### src/rtl/sbus_pkg.sv
// Shared S-Bus constants, FSM state type and flag bit positions.
package sbus_pkg;

  localparam logic [7:0]  SBUS_HEADER        = 8'h0F;
  localparam logic [7:0]  SBUS_FOOTER        = 8'h00;
  localparam int unsigned SBUS_PAYLOAD_BYTES = 22;
  localparam int unsigned SBUS_NUM_CH        = 16;
  localparam int unsigned SBUS_CH_W          = 11;

  typedef enum logic [2:0] {
    ST_HDR,
    ST_PAYLOAD,
    ST_FLAGS,
    ST_FOOTER,
    ST_RECOVER
  } sbus_state_e;

  // Bit positions inside the S-Bus flags byte.
  localparam int unsigned FLAG_CH17       = 0;
  localparam int unsigned FLAG_CH18       = 1;
  localparam int unsigned FLAG_FRAME_LOST = 2;
  localparam int unsigned FLAG_FAILSAFE   = 3;

endpackage

### src/rtl/sbus_ch_unpack.sv
// LSB-first bit accumulator: takes payload bytes, emits one 11-bit
// channel word whenever at least 11 bits are held.
module sbus_ch_unpack
  import sbus_pkg::*;
(
  input  logic                 clk_i,
  input  logic                 rst_i,
  input  logic                 clr_i,
  input  logic                 byte_vld_i,
  input  logic [7:0]           byte_i,
  output logic                 word_vld_o,
  output logic [SBUS_CH_W-1:0] word_o,
  output logic                 empty_o
);

  // At most 10 bits remain between bytes, so 18 bits cover the worst case.
  logic [17:0] acc_q, acc_d, merged;
  logic [4:0]  cnt_q, cnt_d, total;

  // Merge the incoming byte above the held bits and split off a full word.
  always_comb begin
    merged     = acc_q | (18'(byte_i) << cnt_q);
    total      = cnt_q + 5'd8;
    word_vld_o = byte_vld_i && (total >= 5'd11);
    word_o     = merged[SBUS_CH_W-1:0];
    acc_d      = acc_q;
    cnt_d      = cnt_q;
    if (byte_vld_i) begin
      if (total >= 5'd11) begin
        acc_d = merged >> 11;
        cnt_d = total - 5'd11;
      end else begin
        acc_d = merged;
        cnt_d = total;
      end
    end
  end

  // Accumulator state; cleared between frames.
  always_ff @(posedge clk_i) begin
    if (rst_i || clr_i) begin
      acc_q <= '0;
      cnt_q <= '0;
    end else begin
      acc_q <= acc_d;
      cnt_q <= cnt_d;
    end
  end

  assign empty_o = (cnt_q == 5'd0);

endmodule

### src/rtl/sbus_frame_ctrl.sv
// S-Bus frame sequencer: frames bytes from the byte receiver, unpacks
// 16 channels, publishes them atomically and resets the receiver after
// any error. Optional link watchdog: define SBUS_LINK_WATCHDOG_EN.
module sbus_frame_ctrl
  import sbus_pkg::*;
#(
  parameter int unsigned GAP_TICKS       = 50000,
  parameter int unsigned UART_RST_CYCLES = 4,
  parameter int unsigned WATCHDOG_TICKS  = 10000000
) (
  input  logic         clk_i,
  input  logic         rst_i,
  input  logic         enable_i,
  input  logic [7:0]   uart_data_i,
  input  logic         uart_rdy_i,
  input  logic         uart_err_i,
  output logic         uart_rst_no,
  output logic [175:0] channels_o,
  output logic         ch17_o,
  output logic         ch18_o,
  output logic         frame_lost_o,
  output logic         failsafe_o,
  output logic         frame_valid_o,
  output logic         frame_err_o,
  output logic [15:0]  err_cnt_o,
  output logic         link_lost_o
);

  sbus_state_e state_q, state_d;

  logic [4:0]  byte_idx_q;
  logic [3:0]  ch_idx_q;
  logic [SBUS_NUM_CH-1:0][SBUS_CH_W-1:0] shadow_ch_q, channels_q;
  logic [3:0]  shadow_flags_q, flags_q;
  logic [31:0] gap_cnt_q, rec_cnt_q;
  logic [15:0] err_cnt_q;
  logic        valid_q, err_q;

  logic        frame_err, frame_ok, byte_take, flags_take, unpack_clr, gap_to;
  logic        word_vld, unpack_empty;
  logic [SBUS_CH_W-1:0] word;

  sbus_ch_unpack u_unpack (
    .clk_i      (clk_i),
    .rst_i      (rst_i),
    .clr_i      (unpack_clr),
    .byte_vld_i (byte_take),
    .byte_i     (uart_data_i),
    .word_vld_o (word_vld),
    .word_o     (word),
    .empty_o    (unpack_empty)
  );

  // Next-state and control decode; disable beats receiver error beats gap beats data.
  always_comb begin
    state_d    = state_q;
    frame_err  = 1'b0;
    frame_ok   = 1'b0;
    byte_take  = 1'b0;
    flags_take = 1'b0;
    unpack_clr = 1'b0;
    gap_to     = (gap_cnt_q >= 32'(GAP_TICKS - 1)) && !uart_rdy_i;
    if (state_q == ST_RECOVER) begin
      unpack_clr = 1'b1;
      if (enable_i && (rec_cnt_q >= 32'(UART_RST_CYCLES - 1)))
        state_d = ST_HDR;
    end else if (!enable_i) begin
      state_d = ST_RECOVER;
    end else if (uart_err_i) begin
      state_d   = ST_RECOVER;
      frame_err = (state_q != ST_HDR);
    end else begin
      case (state_q)
        ST_HDR: begin
          unpack_clr = 1'b1;
          if (uart_rdy_i && (uart_data_i == SBUS_HEADER)) state_d = ST_PAYLOAD;
        end
        ST_PAYLOAD: begin
          if (gap_to) frame_err = 1'b1;
          else if (uart_rdy_i) begin
            byte_take = 1'b1;
            if (byte_idx_q == 5'(SBUS_PAYLOAD_BYTES - 1)) state_d = ST_FLAGS;
          end
        end
        ST_FLAGS: begin
          if (gap_to || (uart_rdy_i && !unpack_empty)) frame_err = 1'b1;
          else if (uart_rdy_i) begin
            flags_take = 1'b1;
            state_d    = ST_FOOTER;
          end
        end
        ST_FOOTER: begin
          if (gap_to) frame_err = 1'b1;
          else if (uart_rdy_i) begin
            if (uart_data_i == SBUS_FOOTER) begin
              frame_ok = 1'b1;
              state_d  = ST_HDR;
            end else begin
              frame_err = 1'b1;
            end
          end
        end
        default: state_d = ST_RECOVER;
      endcase
      if (frame_err) state_d = ST_RECOVER;
    end
  end

  // State register; reset starts in recovery so the receiver gets a reset pulse.
  always_ff @(posedge clk_i) begin
    if (rst_i) state_q <= ST_RECOVER;
    else       state_q <= state_d;
  end

  // Frame datapath: indices, shadow capture, publish, timers and error count.
  always_ff @(posedge clk_i) begin
    if (rst_i) begin
      byte_idx_q     <= '0;
      ch_idx_q       <= '0;
      shadow_ch_q    <= '0;
      shadow_flags_q <= '0;
      channels_q     <= '0;
      flags_q        <= '0;
      gap_cnt_q      <= '0;
      rec_cnt_q      <= '0;
      err_cnt_q      <= '0;
      valid_q        <= 1'b0;
      err_q          <= 1'b0;
    end else begin
      valid_q <= frame_ok;
      err_q   <= frame_err;
      if (frame_err && (err_cnt_q != '1)) err_cnt_q <= err_cnt_q + 16'd1;
      if (frame_ok) begin
        channels_q <= shadow_ch_q;
        flags_q    <= shadow_flags_q;
      end
      if (state_q == ST_HDR) begin
        byte_idx_q <= '0;
        ch_idx_q   <= '0;
      end else if (byte_take) begin
        byte_idx_q <= byte_idx_q + 5'd1;
      end
      if (state_q == ST_RECOVER) begin
        shadow_ch_q    <= '0;
        shadow_flags_q <= '0;
      end else begin
        if (word_vld) begin
          shadow_ch_q[ch_idx_q] <= word;
          ch_idx_q              <= ch_idx_q + 4'd1;
        end
        if (flags_take) shadow_flags_q <= uart_data_i[3:0];
      end
      if ((state_q == ST_HDR) || (state_q == ST_RECOVER) || uart_rdy_i) gap_cnt_q <= '0;
      else                                                              gap_cnt_q <= gap_cnt_q + 32'd1;
      if ((state_q != ST_RECOVER) || !enable_i) rec_cnt_q <= '0;
      else                                      rec_cnt_q <= rec_cnt_q + 32'd1;
    end
  end

  assign uart_rst_no   = (state_q != ST_RECOVER);
  assign channels_o    = channels_q;
  assign ch17_o        = flags_q[FLAG_CH17];
  assign ch18_o        = flags_q[FLAG_CH18];
  assign frame_lost_o  = flags_q[FLAG_FRAME_LOST];
  assign frame_valid_o = valid_q;
  assign frame_err_o   = err_q;
  assign err_cnt_o     = err_cnt_q;

`ifdef SBUS_LINK_WATCHDOG_EN
  logic [31:0] wd_cnt_q;
  logic        link_lost_q;

  // Watchdog: cleared on each accepted frame, trips after WATCHDOG_TICKS idle cycles.
  always_ff @(posedge clk_i) begin
    if (rst_i || frame_ok) begin
      wd_cnt_q    <= '0;
      link_lost_q <= 1'b0;
    end else begin
      if (wd_cnt_q != '1) wd_cnt_q <= wd_cnt_q + 32'd1;
      if (wd_cnt_q >= 32'(WATCHDOG_TICKS - 1)) link_lost_q <= 1'b1;
    end
  end

  assign link_lost_o = link_lost_q;
  assign failsafe_o  = flags_q[FLAG_FAILSAFE] | link_lost_q;
`else
  assign link_lost_o = 1'b0;
  assign failsafe_o  = flags_q[FLAG_FAILSAFE];
`endif

endmodule

### config.mk
export PLATFORM = sky130hd
export DESIGN_NAME = sbus_frame_ctrl
export DESIGN_NICKNAME = d
export VERILOG_FILES = /design/src/rtl/sbus_pkg.sv /design/src/rtl/sbus_ch_unpack.sv /design/src/rtl/sbus_frame_ctrl.sv
export SDC_FILE = /design/constraint.sdc
export NUM_CORES = 1
export LEC_CHECK = 0
export BUFFER_PORTS_ARGS = -buffer_cell sky130_fd_sc_hd__buf_2
export CAP_MARGIN = 30
export CELL_PAD_IN_SITES_DETAIL_PLACEMENT = 0
export CELL_PAD_IN_SITES_GLOBAL_PLACEMENT = 1
export CORE_MARGIN = 2
export CORE_UTILIZATION = 47
export DETAILED_ROUTE_END_ITERATION = 10
export GPL_ROUTABILITY_DRIVEN = 0
export PLACE_DENSITY = 0.88
export SYNTH_ARGS = -nofsm -noshare
export SYNTH_HDL_FRONTEND = slang
export SYNTH_SLANG_ARGS = --single-unit
### constraint.sdc
create_clock -name clk_i -period 5.26 [get_ports clk_i]
set_input_delay 0.526 -clock clk_i [delete_from_list [all_inputs] [get_ports clk_i]]
set_output_delay 0.526 -clock clk_i [all_outputs]
set_load 0.03 [all_outputs]
### Word-level counts from Yosys, hierarchy flattened

Index checks and enable logic that the tools add are counted.

| word-level totals | value |
|---|---|
| register bits after elaboration | 477 |
| memory bits (writable) | 0 |
| input port bits | 13 |
| ROM bits | 0 |
| memories | 0 |
| logic and storage cells | 157 |
| bits in latches | 0 |
| output and inout port bits | 200 |

| cells by class | value |
|---|---|
| divide/modulo/power cells | 0 |
| $mul | 0 |
| bitwise operators | 1 |
| $add $sub $neg | 7 |
| eq/ne operators | 18 |
| magnitude comparators | 5 |
| multiplexer cells | 57 |
| shift operators | 1 |
| reductions and logical operators | 24 |

Operators by type and width:

| kind | count |
|---|---|
| 176-bit bitwise mux | 1 |
| 32-bit by 1-bit adder with 32-bit output (second input constant) | 2 |
| 6-bit != test (second input constant) | 9 |
| 11-bit demux with 4-bit select | 1 |
| 3-bit two-way mux | 14 |
| 1-bit two-way mux | 33 |
| 32-bit by 16-bit >= comparator with 1-bit output (second input constant) | 1 |
| 32-bit by 2-bit >= comparator with 1-bit output (second input constant) | 1 |
| 18-bit two-way mux | 1 |
| 18-bit bitwise OR | 1 |
| 8-bit by 5-bit left shift with 18-bit output | 1 |
| 16-bit by 1-bit adder with 16-bit output (second input constant) | 1 |
| 16-bit != test (second input constant) | 1 |
| 4-bit two-way mux | 3 |
| 3-bit case mux with 4 select lines | 1 |
| 11-bit two-way mux | 1 |
| 10-bit AND reduction | 1 |
| 8-bit by 4-bit equality test with 1-bit output (second input constant) | 1 |
| 8-bit logical NOT | 1 |
| 2-bit OR reduction | 4 |
| 1-bit logical AND | 7 |
| 3-bit by 2-bit equality test with 1-bit output (second input constant) | 2 |
| 5-bit by 1-bit adder with 5-bit output (second input constant) | 1 |
| 5-bit by 4-bit adder with 5-bit output (second input constant) | 1 |
| 17 further kinds | 23 |

### Logic depth before layout (Yosys ltp)

| logic depth | value |
|---|---|
| word-level depth | 13 |
| mapped depth | 11 |
| mapped depth without buffers | 8 |

### Hierarchy

From an unflattened synthesis, not the netlist that was laid out.

| unflattened totals | value |
|---|---|
| cell total of the unflattened synthesis | 2,365 |
| area total of the unflattened synthesis | 18,649.1 um2 |

By module, submodules not included:

| module | cells an instance | instances | area an instance (um2) | seq. area each (um2) |
|---|---|---|---|---|
| sbus_frame_ctrl | 2,171 | 1 | 17,040.1 | 9,088.7 |
| sbus_ch_unpack | 194 | 1 | 1,609.0 | 460.4 |

### Least setup slack after synthesis

No wires, ideal clock.

| timing path | value |
|---|---|
| path type | register -> register |
| start | register u_unpack.cnt_q[0] |
| end | register err_cnt_q[14] (netlist: err_cnt_o[14]) |
| clock period less this slack | 2,467 ps |
| path slack | 2,793 ps |
| buffers on the path | 2 |
| data required time | 5,190 ps |
| stages on the path, launching flop included | 10 |
| setup time | 70 ps |
| arrival | 2,397 ps |
| cell sequence | dfxtp_1 > buf_2 > inv_1 > ha_1 > a311o_1 > a41o_1 > a21o_1 > buf_6 > or4_1 > a21oi_1 |

| between the ends | value |
|---|---|
| cells in the longest elaborated chain, start to end | 13 |

RTL lines:

| item | line | source |
|---|---|---|
| start: declaration | sbus_ch_unpack.sv:18 | `logic [4:0] cnt_q, cnt_d, total;` |
| start signal: assignment | sbus_ch_unpack.sv:46 | `cnt_q <= cnt_d;` |
| 5-bit logical NOT | sbus_ch_unpack.sv:50 | `assign empty_o = (cnt_q == 5'd0);` |
| 1-bit logical NOT | sbus_frame_ctrl.sv:86 | `if (gap_to \|\| (uart_rdy_i && !unpack_empty)) frame_err = 1'b1;` |
| 1-bit logical AND | sbus_frame_ctrl.sv:86 |  |
| 1-bit logical OR | sbus_frame_ctrl.sv:86 |  |
| 1-bit two-way mux | sbus_frame_ctrl.sv:86 |  |
| 1-bit case mux with 3 select lines | sbus_frame_ctrl.sv:73 | `case (state_q)` |
| 1-bit two-way mux | sbus_frame_ctrl.sv:69 | `end else if (uart_err_i) begin` |
| 1-bit two-way mux | sbus_frame_ctrl.sv:67 | `end else if (!enable_i) begin` |
| 1-bit two-way mux | sbus_frame_ctrl.sv:63 | `if (state_q == ST_RECOVER) begin` |
| 1-bit two-way mux | sbus_frame_ctrl.sv:69 |  |
| 1-bit two-way mux | sbus_frame_ctrl.sv:67 |  |
| 1-bit two-way mux | sbus_frame_ctrl.sv:63 |  |
| 1-bit logical AND | sbus_frame_ctrl.sv:132 | `if (frame_err && (err_cnt_q != '1)) err_cnt_q <= err_cnt_q + 16'd1;` |
| end signal: assignment | sbus_frame_ctrl.sv:132 |  |
| end: declaration | sbus_frame_ctrl.sv:36 | `logic [15:0] err_cnt_q;` |

Every way passes these cells. The select of a mux whose other input is x is not followed.
A chain may end at the register's enable or synchronous reset.

### Final worst setup path

| timing path | value |
|---|---|
| start | register state_q[0] |
| end | register shadow_ch_q[70] (netlist bit) |

| between the ends | value |
|---|---|
| cells in the longest elaborated chain, start to end | 6 |
| elaborated cells between the ends (all ways) | 8 |
| those cells by class | eq/ne: 2; mux: 4; reduce/logical: 2 |

RTL lines:

| item | line | source |
|---|---|---|
| start: declaration | sbus_frame_ctrl.sv:29 | `sbus_state_e state_q, state_d;` |
| start signal: assignment | sbus_frame_ctrl.sv:112 | `else state_q <= state_d;` |
| 3-bit by 1-bit equality test with 1-bit output | sbus_frame_ctrl.sv:73 |  |
| 1-bit two-way mux | sbus_frame_ctrl.sv:73 |  |
| 1-bit two-way mux | sbus_frame_ctrl.sv:69 |  |
| 1-bit two-way mux | sbus_frame_ctrl.sv:67 |  |
| 1-bit two-way mux | sbus_frame_ctrl.sv:63 |  |
| 1-bit logical AND | sbus_ch_unpack.sv:24 | `word_vld_o = byte_vld_i && (total >= 5'd11);` |
| end signal: indexed assignment | sbus_frame_ctrl.sv:148 | `shadow_ch_q[ch_idx_q] <= word;` |
| end: declaration | sbus_frame_ctrl.sv:33 | `logic [SBUS_NUM_CH-1:0][SBUS_CH_W-1:0] shadow_ch_q, channels_q;` |

Several ways; a longest one is shown, not always the timed one.

==> results.md <==
- Yosys Warn Count: 0
- Worst Setup End Kind: flip-flop
- Met3 usage in global routing: under 10%
- CTS hold repair buffers: 0
- Floorplan core area: between 30000 and 40000 um2
- Top fanout value on the critical path: 27
- Setup Slack @ Placement: approximately 1800 ps
- Commonest non-fill, non-tap cell in the layout: sky130_fd_sc_hd__dfxtp_1
- Proportion of layout cells with a drive suffix above 1: 14.8%
- Critical path type: reg -> reg
- Avg Cell Area, Syn: ~8.5 um2
- IR drop worst, VDD: approximately 0.24 mV
- CTS root buf: sky130_fd_sc_hd__clkbuf_16
- Die extent in x: 200 um
- Global routing usage summed across all routing layers: about 23%
- Grt met1 use: about a third
- Ordered list of cells on the worst path: nor2b_1, and4_1, buf_4, o21a_1, and3_1, nor2_1, a211oi_1
- Critical path data arrival time: ~3800 ps
- Worst hold-check path type: in -> reg
- Boundary Pins: between 200 and 250
- Required time reported for the critical path endpoint: 5720 ps
- Cells after synthesis: 2126
- Slowest cell on the critical path: sky130_fd_sc_hd__o21a_1
- Average routed wire per standard cell: 16.9 um
- Number of failing setup endpoints in the final timing report: 0
- Worst Setup Start Kind: flip-flop
- Main synth FF type: sky130_fd_sc_hd__dfxtp_1
- Die area: ~40000 um2
- Post-DR vias/cell: 5.44
- Remaining Overflow, GRT: 0
- Sequential Area: 9550 um2
- Post-detailed-route DRC marker count: 0
- Initial standard-cell utilization of the core: between 40 and 50%
- Number of synthesized register bits: ~480
- CP max stage delay: approximately 840 ps
- Clock insertion delay at the later pin of the skew report: around 600 ps
- Via Count: 15200
- Unrepaired setup endpoints after global routing: no
- DP HPWL: between 30 and 40 mm
- Number of post-CTS setup repair buffers: 0
- Power per standard cell area: about 350 nW/um2
- Fraction of met2 tracks used by global routing: ~37%
- Net count reported at finish: about 2300
- Clock transition time at the flip-flop clock pins of the worst setup and hold paths: around 60 ps
- Smallest hold slack: around 280 ps
- Final WL: 47.2 mm
- Initial antenna violation count: 4
- Total clock buffers created by CTS: slightly below 50
- Final-report max-slew violation count: 0
- Vias in the first global route: 14200
- Post-synthesis to final-layout area growth: 16.9%
- Most used cells in the layout excluding fill and tap cells: sky130_fd_sc_hd__dfxtp_1, sky130_fd_sc_hd__nand2_1, sky130_fd_sc_hd__nor2_1
- Number of nets still failing antenna checks after routing: 0
- Number of buffers on the longest clock path: 3
- Run status: finished clean
- Max Cap Violations: 0
- Total of fill cells in the finished design: ~3400
- Number of cell rows: a little over 70
- First-pass GRT wire length: about 76 mm
- Total nets after synthesis: 2151
- Achievable clock frequency: around 300 MHz
- Slack of the critical path: between 1500 and 2000 ps
- Crit share post-route: between 60% and 70%
- Asr flop ratio synth: 0%
- Worst clock skew: roughly 32 ps
- Peak-usage layer in the global routing report: met2
- TritonCTS Sinks: approximately 480
- TritonCTS clock tree: yes
- Maximum number of pins on one net before global-route repair: 181
- Count of routing violations after the opening detailed-route iteration: approximately 1000
- Summed negative setup slack over all endpoints: 0 ps
- Max-Slew Margin vs Limit: a little under a quarter
- Static leakage: roughly 7.6 nW
- Die Y-Extent: 200 um
- Area used by multi-input combinational logic: about 7800 um2
- Number of enable-type register cells in the synthesized netlist: 0
- Count of port buffers added during placement: 211
- Pre-antenna DRT Iters: 5
- Final Hold Viols: 0
- Post-synthesis instance area: 18100 um2
- Minimum clock period after layout: between 3000 and 4000 ps
- Number of resized instances in the post-cts repair step: 0
- Slew at the pin closest to its max-slew limit: roughly 1200 ps
- Sequential area share after synthesis: 52.8%
- Synth unique cells: 57
- CTS H-tree depth: 2
==> routing by layer <==
layer | share of wire, % | up-vias
met1 | 47 | 7193
met4 | 2.4 | 0
met2 | 45 | 421
met3 | 5.8 | 82
met5 | 0 | -
li1 | - | 7519
==> kinds of logic (layout without fill, tap and decap cells) <==
family	Yosys count	in the layout	share of synthesized area, %
simple gates	862	862	20.8
flops	477	477	52.8
mux	43	43	2.50
other cells	1	5	0.0207
compound gates	485	485	15.9
fa+ha+maj	12	12	0.830
xor+xnor	59	59	2.85
buf+inv	187	345	4.30
==> power breakdown <==
part | switching [W] | leakage, nW | internal (W) | total (W)
Combinational | 0.0000829 | 2.85 | 0.0000221 | 0.000105
Sequential | 0.00000121 | 3.84 | 0.00361 | 0.00361
Clock | 0.00146 | 0.866 | 0.00230 | 0.00376
==> state kept, by name, summed over array words and instances (netlist names), 3 cells and up <==
| register | flops |
|---|---|
| byte_idx_q | 5 |
| ch_idx_q | 4 |
| channels_o | 176 |
| err_cnt_o | 16 |
| flags_q | 4 |
| gap_cnt_q | 32 |
| rec_cnt_q | 32 |
| shadow_ch_q | 176 |
| shadow_flags_q | 4 |
| state_q | 3 |
| u_unpack.acc_q | 18 |
| u_unpack.cnt_q | 5 |
==> final timing paths <==
kind	start	endpoint	slack [ps]	cells after the start
max reg2reg	state_q[0]$_SDFFE_PP0P_	shadow_ch_q[70]$_SDFFE_PP0P_	1880	7
min	uart_data_i[2]	shadow_flags_q[2]$_SDFFE_PP0P_	280	3
min reg2reg	shadow_ch_q[130]$_SDFFE_PP0P_	channels_o[130]$_SDFFE_PP0P_	450	2
max	state_q[0]$_SDFFE_PP0P_	shadow_ch_q[70]$_SDFFE_PP0P_	1880	7
==> final cells by class <==
class / instances / area share (%)
well taps: 511 / 3.02
multi-input cells: 1462 / 37.0
clock buffers: 69 / 6.77
inverters: 25 / 0.443
repair buffers: 230 / 5.94
flip-flops and latches: 477 / 45.1
diodes: 4 / 0.0473
clock inverters: 21 / 1.60
==> cell usage after synthesis, drive strengths merged (4+ instances only) <==
library cell,number,area (um2)
nor4,18,125
buf,56,287
nor3,23,120
mux2i,35,350
clkbuf,106,398
and2,4,25.0
xnor2,33,289
nand4,27,169
and4,20,175
nor2b,11,68.8
nand2b,7,43.8
inv,25,93.8
nand2,394,1480
and3,29,181
or3,25,156
xor2,26,228
a211oi,133,998
mux2,7,78.8
o31ai,5,37.5
dfxtp,477,9550
or4,5,37.5
ha,12,150
nor2,261,980
nand3,30,150
o21ai,62,310
a21oi,256,1280
==> metrics by stage <==
stage | area (um2) | utilization [%] | std cells | total power [W]
finish | 21200 | 56.0 | 2799 | 0.00748
global route | 21200 | 56.0 | 2799 | 0.00770
CTS | 21200 | 56.0 | 2795 | 0.00754
detailed placement | 19400 | 51.3 | 2705 | 0.00380
global placement | 19300 | 51.2 | 2703 | 0.00380
floorplan | 18100 | - | 2126 | 0.00375
==> worst max-delay path, delay by kind of cell (launching register included) <==
kind | cells | cell delay (ps)
buf+inv | 1 | 290
flops | 1 | 530
compound gates | 2 | 1120
simple gates | 4 | 1300
Power figures use the tool's default switching activity.
